`config.mk`:
```
export PLATFORM = sky130hd
export DESIGN_NAME = readout_capture
export DESIGN_NICKNAME = d
export VERILOG_FILES = /design/src/rtl/readout_capture.sv
export SDC_FILE = /design/constraint.sdc
export NUM_CORES = 1
export LEC_CHECK = 0
export ABC_AREA = 1
export CORE_ASPECT_RATIO = 1.1
export CORE_UTILIZATION = 48
export CTS_BUF_LIST = sky130_fd_sc_hd__clkbuf_8
export CTS_CLUSTER_SIZE = 25
export DETAILED_ROUTE_END_ITERATION = 8
export MAX_ROUTING_LAYER = met4
export PLACE_DENSITY = 0.7
export SETUP_SLACK_MARGIN = 0.02
export SYNTH_ARGS = -nofsm -noshare
export SYNTH_HDL_FRONTEND = slang
export SYNTH_SLANG_ARGS = --single-unit
```
`constraint.sdc`:
```
create_clock -name Clk -period 3.4 [get_ports Clk]
set_clock_uncertainty 0.15 [all_clocks]
set_input_delay 0.51 -clock Clk [delete_from_list [all_inputs] [get_ports Clk]]
set_output_delay 0.51 -clock Clk [all_outputs]
set_load 0.1 [all_outputs]
```
`src/rtl/readout_capture.sv`:
```
// 2x2 pixel readout capture: ADC edge detect, row/column sequencing FSM and output FIFO.
// Optional build macro READOUT_CAPTURE_OVF_CNT_EN adds the Ovf_Count dropped-sample counter.
module readout_capture #(
    parameter int unsigned DATA_W     = 8,
    parameter int unsigned FIFO_DEPTH = 4
) (
    input  logic              Clk,
    input  logic              Reset,
    input  logic              Erase,
    input  logic              Expose,
    input  logic              NRE_1,
    input  logic              NRE_2,
    input  logic              ADC,
    input  logic [DATA_W-1:0] Adc_Data,
    input  logic              Out_Ready,
    output logic              Out_Valid,
    output logic [DATA_W-1:0] Out_Data,
    output logic              Out_Row,
    output logic              Out_Col,
    output logic              Frame_Done,
    output logic              Seq_Err
`ifdef READOUT_CAPTURE_OVF_CNT_EN
    ,
    output logic [7:0]        Ovf_Count
`endif
);

    localparam int unsigned PTR_W   = $clog2(FIFO_DEPTH);
    localparam int unsigned ENTRY_W = DATA_W + 2;
    localparam logic [PTR_W:0] PTR_ONE = 1;

    typedef enum logic [1:0] {IDLE, ARMED, ROW1, ROW2} state_e;

    state_e               state_q, state_d;
    logic                 col_q, col_d;
    logic                 adc_q, adc_d;
    logic                 frame_done_q, frame_done_d;
    logic                 seq_err_q, seq_err_d;
    logic [PTR_W:0]       wr_ptr_q, wr_ptr_d;
    logic [PTR_W:0]       rd_ptr_q, rd_ptr_d;
    logic [ENTRY_W-1:0]   mem_q [FIFO_DEPTH];
    logic [ENTRY_W-1:0]   mem_d [FIFO_DEPTH];

    logic                 adc_rise;
    logic                 legal;
    logic                 in_row;
    logic                 empty;
    logic                 full;
    logic                 pop;
    logic                 push;
    logic                 drop;
    logic [ENTRY_W-1:0]   head;

    assign adc_rise = ADC & ~adc_q;
    assign in_row   = (state_q == ROW1) || (state_q == ROW2);
    assign empty    = (wr_ptr_q == rd_ptr_q);
    assign full     = (wr_ptr_q[PTR_W] != rd_ptr_q[PTR_W]) &&
                      (wr_ptr_q[PTR_W-1:0] == rd_ptr_q[PTR_W-1:0]);

    // A capture is legal only when exactly the current row's enable is low.
    always_comb begin
        legal = 1'b0;
        if (state_q == ROW1)
            legal = adc_rise & ~NRE_1 & NRE_2;
        else if (state_q == ROW2)
            legal = adc_rise & ~NRE_2 & NRE_1;
    end

    // State register
    always_ff @(posedge Clk) begin
        if (Reset) begin
            state_q      <= IDLE;
            col_q        <= 1'b0;
            adc_q        <= 1'b0;
            frame_done_q <= 1'b0;
            seq_err_q    <= 1'b0;
            wr_ptr_q     <= '0;
            rd_ptr_q     <= '0;
            for (int unsigned i = 0; i < FIFO_DEPTH; i++)
                mem_q[i] <= '0;
        end else begin
            state_q      <= state_d;
            col_q        <= col_d;
            adc_q        <= adc_d;
            frame_done_q <= frame_done_d;
            seq_err_q    <= seq_err_d;
            wr_ptr_q     <= wr_ptr_d;
            rd_ptr_q     <= rd_ptr_d;
            mem_q        <= mem_d;
        end
    end

    // Next-state logic
    always_comb begin
        state_d = state_q;
        col_d   = col_q;
        if (Erase) begin
            state_d = IDLE;
        end else begin
            unique case (state_q)
                IDLE:  if (Expose) state_d = ARMED;
                ARMED: if (!Expose && !NRE_1) state_d = ROW1;
                ROW1:  if (legal) begin
                           if (col_q) state_d = ROW2;
                           else       col_d   = 1'b1;
                       end
                ROW2:  if (legal) begin
                           if (col_q) state_d = IDLE;
                           else       col_d   = 1'b1;
                       end
            endcase
        end
        if (state_d != state_q)
            col_d = 1'b0;
    end

    // Output / datapath logic
    always_comb begin
        adc_d        = ADC;
        pop          = ~empty & Out_Ready;
        push         = legal & ~Erase & (~full | pop);
        drop         = legal & ~Erase & full & ~pop;
        frame_done_d = ~Erase & legal & (state_q == ROW2) & col_q;
        seq_err_d    = Erase ? in_row : ((adc_rise & ~legal) | drop);
        wr_ptr_d     = wr_ptr_q;
        rd_ptr_d     = rd_ptr_q;
        mem_d        = mem_q;
        if (Erase) begin
            wr_ptr_d = '0;
            rd_ptr_d = '0;
        end else begin
            if (push) begin
                mem_d[wr_ptr_q[PTR_W-1:0]] = {(state_q == ROW2), col_q, Adc_Data};
                wr_ptr_d = wr_ptr_q + PTR_ONE;
            end
            if (pop)
                rd_ptr_d = rd_ptr_q + PTR_ONE;
        end
    end

    // Head is forced to zero when empty so idle outputs read as 0.
    assign head = empty ? '0 : mem_q[rd_ptr_q[PTR_W-1:0]];
    assign {Out_Row, Out_Col, Out_Data} = head;
    assign Out_Valid  = ~empty;
    assign Frame_Done = frame_done_q;
    assign Seq_Err    = seq_err_q;

`ifdef READOUT_CAPTURE_OVF_CNT_EN
    logic [7:0] ovf_cnt_q, ovf_cnt_d;

    always_comb begin
        ovf_cnt_d = ovf_cnt_q;
        if (drop && ovf_cnt_q != 8'hFF)
            ovf_cnt_d = ovf_cnt_q + 8'd1;
    end

    always_ff @(posedge Clk) begin
        if (Reset) ovf_cnt_q <= '0;
        else       ovf_cnt_q <= ovf_cnt_d;
    end

    assign Ovf_Count = ovf_cnt_q;
`else
    // Dropped samples are reported only through Seq_Err in this build.
`endif

endmodule

```
After elaboration in Yosys (flattened, before gate mapping)
Cells that the tools add are included.

Output and inout bits: 13. Word-level logic and storage cells: 78. Register bits: 52. Input port bits: 16.

Add/subtract/negate cells: 2. Bitwise operators: 25. Eq/ne operators: 7. Muxes and demuxes: 18. Reductions and logical operators: 12. Magnitude comparators: 3.

Operators with widths (number): $bwmux W40 (1); $mux W10 (4); $bmux W10 S2 (1); $demux W10 S2 (1); $mux W2 (7); $and A1 B1 Y1 (13); $not A1 Y1 (8); $pmux W2 S4 (1); $add A3 B1 Y3 const B (2); $ge A3 B3 Y1 const B (2); $not A2 Y3 (2); $reduce_or A2 Y1 (3); $eq A2 B2 Y1 const B (2); $eq A3 B3 Y1 (1); $logic_and A1 B1 Y1 (3); $lt A3 B1 Y1 const B (1); $mux W1 (3); $reduce_and A3 Y1 (1); $eq A2 B1 Y1 const B (1); $eq A2 B2 Y1 (1); $logic_not A1 Y1 (2); $logic_not A2 Y1 (1); $ne A2 B2 Y1 (1); $or A1 B1 Y1 (2); 3 further kinds (3).

Depth between registers and ports, before layout
Gate-level depths: netlist of the first run.

Depth in word-level cells: 11. Depth in mapped cells: 11.

Worst setup path before layout of the first run
Ideal clock, no wire load.

Path kind: register to output. Start: reg wr_ptr_q[0]. End: out Out_Col. Cell stages (with the launch flop): 8. Arrival time: 2.497 ns. Path slack: 0.243 ns. Buffers on the path: 1. Data required time: 2.740 ns. Path through: dfxtp_1 -> inv_1 -> nand2_1 -> nand2_1 -> nand4_1 -> clkbuf_1 -> nand2_1 -> inv_1.

Word-level cells in the longest chain between the ends: 2.

RTL lines: start, declared (line 39) `logic [PTR_W:0] wr_ptr_q, wr_ptr_d;`; start signal, assigned (line 87) `wr_ptr_q <= wr_ptr_d;`; $eq A3 B3 Y1 (line 56) `assign empty = (wr_ptr_q == rd_ptr_q);`; $mux W10 (line 142) `assign head = empty ? '0 : mem_q[rd_ptr_q[PTR_W-1:0]];`; end, declared (line 19) `output logic Out_Col,`.

No other way between the ends.

Worst setup path in the final report of the first run
Start: reg rd_ptr_q[0]. End: out Out_Row.

Word-level cells in the longest chain between the ends: 5.

RTL lines: start, declared (line 40) `logic [PTR_W:0] rd_ptr_q, rd_ptr_d;`; start signal, assigned (line 88) `rd_ptr_q <= rd_ptr_d;`; $not A2 Y3 (not written as such) (line 142); $bmux W10 S2 (line 142); $mux W10 (not written as such) (2 in a row) (line 142); $mux W10 * (line 142); end, declared (line 18) `output logic Out_Row,`.

Mark *: on every way between the ends. The rest lies on a longest branch, timed or not. The select of a mux whose other input is x is not followed.

==> summary.md, run 1 <==
| Metric | Value |
|---|---|
| RD Place Congestion | `between 0.8 and 0.9` |
| Placed Area | `between 3000 and 4000 sq um` |
| Top_reg_cell synth | `dfxtp_1` |
| Post-route cell area | `around 3100 sq um` |
| Number of global-route vias before repair | `2279` |
| Netlist cell types | `26` |
| Most common library cells after synthesis | `nand2_1 (72), nor2_1 (64), dfxtp_1 (52)` |
| GR Util All Layers | `about 25%` |
| Synth Instances | `395` |
| Net Count, Synth | `between 400 and 500` |
| Starting DRT DRC Count | `190` |
| Status | `finished clean` |
| Largest net degree at the start of global routing | `40` |
| # IOs | `29` |
| Crit path DAT | `~1.8 ns` |
| Synth Area per Inst | `roughly 6.7 sq um` |
| Post-CTS Resized | `0` |
| Cell count after placement | `475` |
| Num Clock Sinks | `52` |
| Hold Slack | `around 0.32 ns` |
| HPWL Detailed | `between 4000 and 5000 um` |
| Setup bufs post-CTS | `0` |
| Slew headroom | `35.5%` |
| Unrepaired setup endpoints after global routing | `false` |
| DR DRC count | `0` |
| H-tree lvl count | `2` |
| Worst Hold Class | `flop to flop` |
| Initial antenna violation count | `0` |
| CTS tree | `done` |
| Ant. Diodes | `0` |
| #FFs+latches synth | `52` |
| Clock insertion delay at the later pin of the skew report | `a little over 0.3 ns` |
| Layout area overhead | `19.4%` |
| Congestion Overflow GR | `0` |
| Rows | `27` |
| CTS buffer count | `5` |
| Area contributors post-synth | `dfxtp_1 (40%), nand2_1 (10%), a21oi_1 (9.1%)` |
| Max cap viols | `0` |
| Post-route insts no fill | `483` |
| NumNets Final | `approximately 430` |
| Min Clock Period, post-route | `~2.5 ns` |
| Slew @ Worst Pin | `~0.96 ns` |
| CTS Root Cell | `clkbuf_8` |
| Synth warn | `0` |
| CP Launch Type | `flop` |
| Port Buffers | `28` |
| Hold Fails Final Rpt | `0` |
| CP max FO | `23` |
| Fmax | `0.405 GHz` |
| Die H | `about 80 um` |
| Final Cycle Share | `72.6%` |
| Clock transition at path regs | `about 0.09 ns` |
| Die Width | `72.5 um` |
| First-pass GRT wire length | `between 10000 and 15000 um` |
| Fillers | `512` |
| CP endpoint kind | `output port` |
| Top-count cell post-synth | `nand2_1` |
| Initial Util | `approximately half` |
| Vias | `2598` |
| Core Region | `5130 sq um` |
| Cell Pwr Density | `approximately 350 nW/um^2` |
| DRT Wirelength | `about 6600 um` |
| CTS Hold Bufs | `0` |
| Ys async rst share | `0%` |
| Antenna Nets Post-Route | `0` |
| Seq/Total Area, Yosys | `about 40%` |
| Die area | `around 5800 sq um` |
| Crit Path Class | `flop to output port` |
| Drt wl/cell | `13.7 um` |
| DR vias/cell | `between 5 and 6` |
| Leak pwr | `0.00133 uW` |
| Worst VDD drop | `around 0.00024 V` |
| Yosys top cell area share | `39.6%` |
| First-pass DRT Iterations | `5` |
| Setup TNS | `0 ns` |
| Mapped Area | `roughly 2600 sq um` |
| Post-synth EDFFs | `0` |
| Max Slew Vio Count | `0` |
| Setup Viol. Count Final | `0` |
| Area leader, netlist | `dfxtp_1` |
| Worst-case clock buffer depth | `2` |
| Fraction of layout cells with a size suffix above 1 | `8.03%` |
| CP required | `2.74 ns` |
-- registers in the layout (all words and copies together), names as in the netlist --
| signal | flops |
|---|---|
| Frame_Done | 1 |
| wr_ptr_q | 3 |
| Seq_Err | 1 |
| adc_q | 1 |
| col_q | 1 |
| mem_q | 40 |
| state_q | 2 |
| rd_ptr_q | 3 |
-- final timing paths --
kind | start | to | depth (start not counted) | slack (ns)
worst min-delay path | mem_q[35] | mem_q[35] | 2 | 0.32
worst max-delay path | rd_ptr_q[0] | Out_Row | 8 | 0.93
worst min register to register | mem_q[35] | mem_q[35] | 2 | 0.32
worst max register to register | state_q[0] | mem_q[25] | 10 | 1.17
-- where the power goes --
group	switching, uW	total, uW	internal [uW]
Clock	207	423	216
Combinational	36.3	62.1	25.9
Sequential	1.22	612	610
-- critical path: stages, from the launching register on --
cell and delay [ns]:
dfxtp_1 0.32, inv_2 0.31, nand2_1 0.10, nand2_1 0.10
nand4_1 0.09, buf_4 0.23, nand2_1 0.11, inv_1 0.07
buf_12 0.16
-- metrics by stage --
step	util, %	setup slack (ns)	total power [uW]
after global placement	59.0	0.815	687
final	61.1	0.932	1100
after CTS	61.1	0.947	1100
after detailed placement	59.0	0.739	687
after floorplan	-	0.243	658
after global routing	61.1	0.798	1130
-- area by class of cell --
cell class	count	area (sq um)	area share, %
Multi-Input combinational cell	282	1330	42.3
Sequential cell	52	1040	33.2
Timing Repair Buffer	35	443	14.1
Inverter	34	128	4.07
Tap cell	72	90.1	2.87
Clock buffer	5	68.8	2.19
Clock inverter	3	38.8	1.24
-- per-layer routing --
layer	GRT usage, %	part of all wire, %	routed length, um
met1	33.9	48	3190
met2	39.3	45	3000
met3	3.79	5.2	346
met4	7.84	1.1	71
met5	-	0	0
-- logic make-up after synthesis --
group	Yosys count	share of synthesized area [%]
flip-flops	52	39.6
AND/OR/NAND/NOR	191	30.8
AO/OA/AOI/OAI	84	16.7
buffers and inverters	61	9.86
XOR/XNOR	2	0.667
adder cells (fa/ha/maj)	5	2.38
-- layout by cell type, fill, tap and decap left out, drive strengths merged --
master	synthesis	layout
a21oi	48	48
a31oi	1	1
buf	11	18
bufinv	0	1
clkbuf	16	5
clkdlybuf4s50	0	17
clkinv	0	1
dfxtp	52	52
ha	5	5
inv	34	35
nand2	74	74
nand3	46	46
nand4	4	4
nor2	65	65
nor3	2	2
o21ai	24	24
o22ai	10	10
o32ai	1	1
xnor2	1	1
xor2	1	1
(Power assumes the default switching activity.)
==> run 2, diff against run 1 <==
==> constraint.sdc (replaced) <==
create_clock -name Clk -period 2.6 [get_ports Clk]
set_clock_uncertainty 0.15 [all_clocks]
set_input_delay 0.39 -clock Clk [delete_from_list [all_inputs] [get_ports Clk]]
set_output_delay 0.39 -clock Clk [all_outputs]
set_load 0.1 [all_outputs]
==> summary.md, run 2 (same netlist as run 1, synthesis figures left out) <==
| Metric | Value |
|---|---|
| GR Util All Layers | `25.1% (-0.19 points)` |
| Top Registers | `mem_q (40), rd_ptr_q (3), wr_ptr_q (3)` |
| Fmax | `around 0.42 GHz` |
| Clock insertion delay at the later pin of the skew report | `0.31 ns (about the same)` |
| HPWL Detailed | `4240 um (-0.66%)` |
| Worst VDD drop | `0.000367 V (+55%)` |
| Metal-1 WL | `3010 um (-5.9%)` |
| CTS tree | `done` |
| Crit Path Class | `flop to output port` |
| Die H | `79.6 um (unchanged)` |
| Final Cycle Share | `between 90% and 100%` |
| H-tree lvl count | `2 (unchanged)` |
| Worst Hold Class | `flop to flop` |
| Metal3 WL | `332 um (-4.0%)` |
| Total area of sequential cells | `1040 sq um (unchanged)` |
| Num Clock Sinks | `52 (unchanged)` |
| Fillers | `493 (-3.7%)` |
| CTS Root Cell | `clkbuf_8` |
| Core Region | `5130 sq um (unchanged)` |
| Ant. Diodes | `0 (unchanged)` |
| Die Width | `72.5 um (unchanged)` |
| Min Clock Period, post-route | `between 2 and 2.5 ns` |
| Crit path DAT | `1.81 ns (about the same)` |
| Initial antenna violation count | `0 (unchanged)` |
| Fraction of layout cells with a size suffix above 1 | `9.40% (+1.4 points)` |
| CTS buffer count | `5 (unchanged)` |
| Cell Pwr Density | `453 nW/um^2 (+30%)` |
| Multi-input logic area | `1330 sq um (unchanged)` |
| Rows | `27 (unchanged)` |
| Leak pwr | `0.00136 uW (+2.1%)` |
| Initial Util | `51.2% (unchanged)` |
| Commonest non-fill, non-tap cell in the layout | `nand2_1` |
| Number of flip-flops in the largest register | `40 (unchanged)` |
| Max Slew Vio Count | `0 (unchanged)` |
| CP most frequent cell | `nand2_1` |
| Number of global-route vias before repair | `2315 (+1.6%)` |
| DRT Wirelength | `6520 um (-1.4%)` |
| Drt wl/cell | `13.4 um (-2.2%)` |
| Met2 wire length | `3090 um (+3.1%)` |
| Slew @ Worst Pin | `0.835 ns (-0.129 ns)` |
| Slew headroom | `44.3% (+8.8 points)` |
| Biggest register | `mem_q` |
| Status | `finished clean` |
| Setup bufs post-CTS | `0 (unchanged)` |
| Antenna Nets Post-Route | `0 (unchanged)` |
| CP max FO | `13 (-43%)` |
| Layout area overhead | `21.3%` |
| Vias | `2586 (-0.46%)` |
| Setup TNS | `0 ns (unchanged)` |
| First-pass GRT wire length | `10800 um (-1.1%)` |
| Commonest cells after routing, fill and taps aside | `nand2_1 (72), nor2_1 (64), dfxtp_1 (52)` |
| Hold Fails Final Rpt | `0 (unchanged)` |
| Die area | `5770 sq um (unchanged)` |
| CP Launch Type | `flop` |
| Unrepaired setup endpoints after global routing | `false` |
| NumNets Final | `435 (+0.93%)` |
| Port Buffers | `28 (unchanged)` |
| Worst-case clock buffer depth | `2 (unchanged)` |
| Cell Chain, Critical Path | `nand2_1, nand4_1, buf_4, nand2_1, inv_1, buf_12` |
| Post-CTS Resized | `0 (unchanged)` |
| DR DRC count | `0 (unchanged)` |
| First-pass DRT Iterations | `4 (-1)` |
| Clock transition at path regs | `0.09 ns (about the same)` |
| CP endpoint kind | `output port` |
| DR vias/cell | `5.31 (-1.3%)` |
| Top layer in use | `met4` |
| Starting DRT DRC Count | `233 (+23%)` |
| RD Place Congestion | `0.810 (-2.1%)` |
| CTS Hold Bufs | `0 (unchanged)` |
| # IOs | `29 (unchanged)` |
| Crit-path slowest cell | `dfxtp_1` |
| Largest net degree at the start of global routing | `43 (+7.5%)` |
| CP required | `2.06 ns (-0.68 ns)` |
| Setup Viol. Count Final | `0 (unchanged)` |
| Power consumption | `1440 uW (+32%)` |
| Congestion Overflow GR | `0 (unchanged)` |
| Max cap viols | `0 (unchanged)` |
| Slowest cell delay on critical path | `0.65 ns (+0.33 ns)` |
-- run 2: through the flow --
step | cells | utilization [%] | area, sq um | hold WS, ns | setup WS, ns
after floorplan | 395 | - | 2630 | 0.291 | 0.0783
after global placement | 479 | 60.0 | 3080 | 0.299 | 0.302
after detailed placement | 479 | 60.0 | 3080 | 0.310 | 0.258
after CTS | 487 | 62.1 | 3190 | 0.325 | 0.248
after global routing | 487 | 62.1 | 3190 | 0.347 | 0.138
final | 487 | 62.1 | 3190 | 0.322 | 0.246
-- run 2: worst max-delay path, delay by kind of cell, from the launching register on --
family | cells | cell delay, ns
DFF | 1 | 0.65
buffers and inverters | 3 | 0.52
and+or+nand+nor | 3 | 0.33
-- run 2: worst paths after layout --
check	from	end	slack, ns	cells after the start
worst min register to register	mem_q[32]	mem_q[32]	0.32	2
worst min-delay path	mem_q[32]	mem_q[32]	0.32	2
worst max register to register	state_q[0]	mem_q[27]	0.55	10
worst max-delay path	rd_ptr_q[1]	Out_Data[3]	0.25	6
-- run 2: where the power goes --
part	leakage, uW	internal (uW)	switching (uW)
clock network	0.0000593	282	277
logic	0.000884	36.8	48.2
registers	0.000419	798	1.54
total	0.00136	1120	327
-- run 2: area by class of cell --
cell class | count | share of cell area [%]
Sequential cell | 52 | 32.7
Timing Repair Buffer | 39 | 15.5
Inverter | 34 | 4.00
Multi-Input combinational cell | 282 | 41.7
Clock inverter | 3 | 1.22
Tap cell | 72 | 2.83
Clock buffer | 5 | 2.16
-- run 2: metal layers --
metal / vias up / track usage (%)
met5: - / -
met3: 7 / 4.55
met4: 0 / 7.25
li1: 1327 / -
met2: 76 / 41.5
met1: 1176 / 31.3
==> run 3, diff against run 2 <==
--- a/config.mk
+++ b/config.mk
@@ -8,7 +8,7 @@
 export ABC_AREA = 1
 export CORE_ASPECT_RATIO = 1.1
 export CORE_UTILIZATION = 48
-export CTS_BUF_LIST = sky130_fd_sc_hd__clkbuf_8
+export CTS_BUF_LIST = sky130_fd_sc_hd__clkbuf_16
 export CTS_CLUSTER_SIZE = 25
 export DETAILED_ROUTE_END_ITERATION = 8
 export MAX_ROUTING_LAYER = met4
==> summary.md, run 3 (same netlist as run 1, synthesis figures left out) <==
| Metric | Value |
|---|---|
| First-pass GRT wire length | `10900 um (+1.3%)` |
| Largest net degree at the start of global routing | `43 (unchanged)` |
| Hold Path Origin | `mem_q[32]` |
| Fraction of layout cells with a size suffix above 1 | `9.40% (unchanged)` |
| Multi-input logic area | `1330 sq um (unchanged)` |
| CP max FO | `13 (unchanged)` |
| Drt wl/cell | `13.4 um (about the same)` |
| Setup TNS | `0 ns (unchanged)` |
| Hold Slack | `0.318 ns (-0.00328 ns)` |
| Initial Util | `51.2% (unchanged)` |
| Ant. Diodes | `0 (unchanged)` |
| FF-to-FF Start | `state_q[0]` |
| GR Util All Layers | `25.3% (+0.14 points)` |
| Final core utilization | `63.2% (+1.1 points)` |
| Number of global-route vias before repair | `2320 (+0.22%)` |
| Final Cycle Share | `89.3% (-1.2 points)` |
| Die H | `79.6 um (unchanged)` |
| Slew headroom | `43.8% (-0.56 points)` |
| Min Clock Period, post-route | `2.32 ns (-0.0324 ns)` |
| Rows | `27 (unchanged)` |
| DR vias/cell | `5.28 (-0.62%)` |
| Cell Pwr Density | `502 nW/um^2 (+11%)` |
| Status | `finished clean` |
| Clock insertion delay at the later pin of the skew report | `0.29 ns (-0.02 ns)` |
| Port Buffers | `28 (unchanged)` |
| CP Launch Type | `flop` |
| Vias | `2570 (-0.62%)` |
| CP endpoint kind | `output port` |
| Die Width | `72.5 um (unchanged)` |
| Unrepaired setup endpoints after global routing | `false` |
| Worst Hold Class | `flop to flop` |
| CP required | `2.06 ns (about the same)` |
| Max Slew Vio Count | `0 (unchanged)` |
| Endpoint of the worst hold path | `mem_q[32]` |
| Initial antenna violation count | `0 (unchanged)` |
| HPWL Detailed | `4240 um (unchanged)` |
| Placed Area | `3080 sq um (unchanged)` |
| DRT Wirelength | `6510 um (about the same)` |
| First-pass DRT Iterations | `5 (+1)` |
| Clock transition at path regs | `0.07 ns (-0.02 ns)` |
| Number of flip-flops in the largest register | `40 (unchanged)` |
| H-tree lvl count | `2 (unchanged)` |
| Num Clock Sinks | `52 (unchanged)` |
| Core Region | `5130 sq um (unchanged)` |
| Crit path DAT | `1.78 ns (-0.03 ns)` |
| Top Registers | `mem_q (40), rd_ptr_q (3), wr_ptr_q (3)` |
| Commonest cells after routing, fill and taps aside | `nand2_1 (72), nor2_1 (64), dfxtp_1 (52)` |
| CTS buffer count | `5 (unchanged)` |
| Congestion Overflow GR | `0 (unchanged)` |
| CTS tree | `done` |
| Crit Path Class | `flop to output port` |
| Critical Path Start | `rd_ptr_q[1]` |
| CTS Root Cell | `clkbuf_16` |
| Leak pwr | `0.00139 uW (+1.9%)` |
| Die area | `5770 sq um (unchanged)` |
| Total area of sequential cells | `1040 sq um (unchanged)` |
| Post-CTS Resized | `0 (unchanged)` |
| Worst-case clock buffer depth | `2 (unchanged)` |
| Hold Fails Final Rpt | `0 (unchanged)` |
| Cell count after placement | `479 (unchanged)` |
| RD Place Congestion | `0.810 (unchanged)` |
| Antenna Nets Post-Route | `0 (unchanged)` |
| RR Endpoint | `mem_q[16]` |
| Worst VDD drop | `0.000356 V (-2.9%)` |
| Setup Viol. Count Final | `0 (unchanged)` |
| Starting DRT DRC Count | `210 (-9.9%)` |
| Slew @ Worst Pin | `0.843 ns (+0.00843 ns)` |
| R2R cell count | `10 (unchanged)` |
| Layout area overhead | `23.4%` |
| Max cap viols | `0 (unchanged)` |
| Biggest register | `mem_q` |
| Fillers | `486 (-1.4%)` |
| Post-route insts no fill | `487 (unchanged)` |
| R2R setup slack | `0.57 ns (+0.02 ns)` |
| # IOs | `29 (unchanged)` |
| Post-route cell area | `3240 sq um (+1.8%)` |
| Worst hold stages | `2 (unchanged)` |
| Fmax | `0.431 GHz (+1.4%)` |
| NumNets Final | `435 (unchanged)` |
| Commonest non-fill, non-tap cell in the layout | `nand2_1` |
| DR DRC count | `0 (unchanged)` |
| CTS Hold Bufs | `0 (unchanged)` |
| Setup bufs post-CTS | `0 (unchanged)` |
==> run 3: cell counts in the layout (fill, tap and decap cells not counted) <==
Identical to the previous run, type by type.
==> run 3: critical path, stage by stage (launching register included) <==
cell and delay (ns):
dfxtp_1 0.65, inv_1 0.12, nand2_1 0.10, nand4_1 0.09, buf_4 0.22, nand2_1 0.09
inv_1 0.06, buf_12 0.16
==> run 3: through the flow <==
step                      total power, uW  setup slack (ns)
after floorplan                       861            0.0783
after global placement                902             0.302
after detailed placement              903             0.258
after CTS                            1640             0.263
after global routing                 1680             0.164
final                                1630             0.278
==> run 3: area by class of cell <==
| cell class | count | share of cell area [%] |
|---|---|---|
| clock buffers | 5 | 3.86 |
| clock inverters | 3 | 1.20 |
| inverters | 34 | 3.94 |
| multi-input cells | 282 | 40.9 |
| flip-flops and latches | 52 | 32.1 |
| well taps | 72 | 2.78 |
| repair buffers | 39 | 15.2 |
==> run 3: power breakdown <==
group	internal, uW	leakage (uW)	switching (uW)
registers	798	0.000419	1.54
clock network	449	0.0000850	293
logic	36.8	0.000884	48.2
==> run 3: metal layers <==
layer	GRT usage (%)	share of wire (%)
met1	32.1	45
met2	41.9	47
met3	3.79	6.8
met4	6.67	1.0
met5	-	0
==> run 3: worst max path at each step <==
stage / end / slack (ns) / cells after the start
floorplan: Out_Col / 0.08 / 7
global placement: mem_q[21] / 0.30 / 11
detailed placement: mem_q[26] / 0.26 / 11
CTS: Out_Data[3] / 0.26 / 7
global route: Out_Data[3] / 0.16 / 7
finish: Out_Data[3] / 0.28 / 7
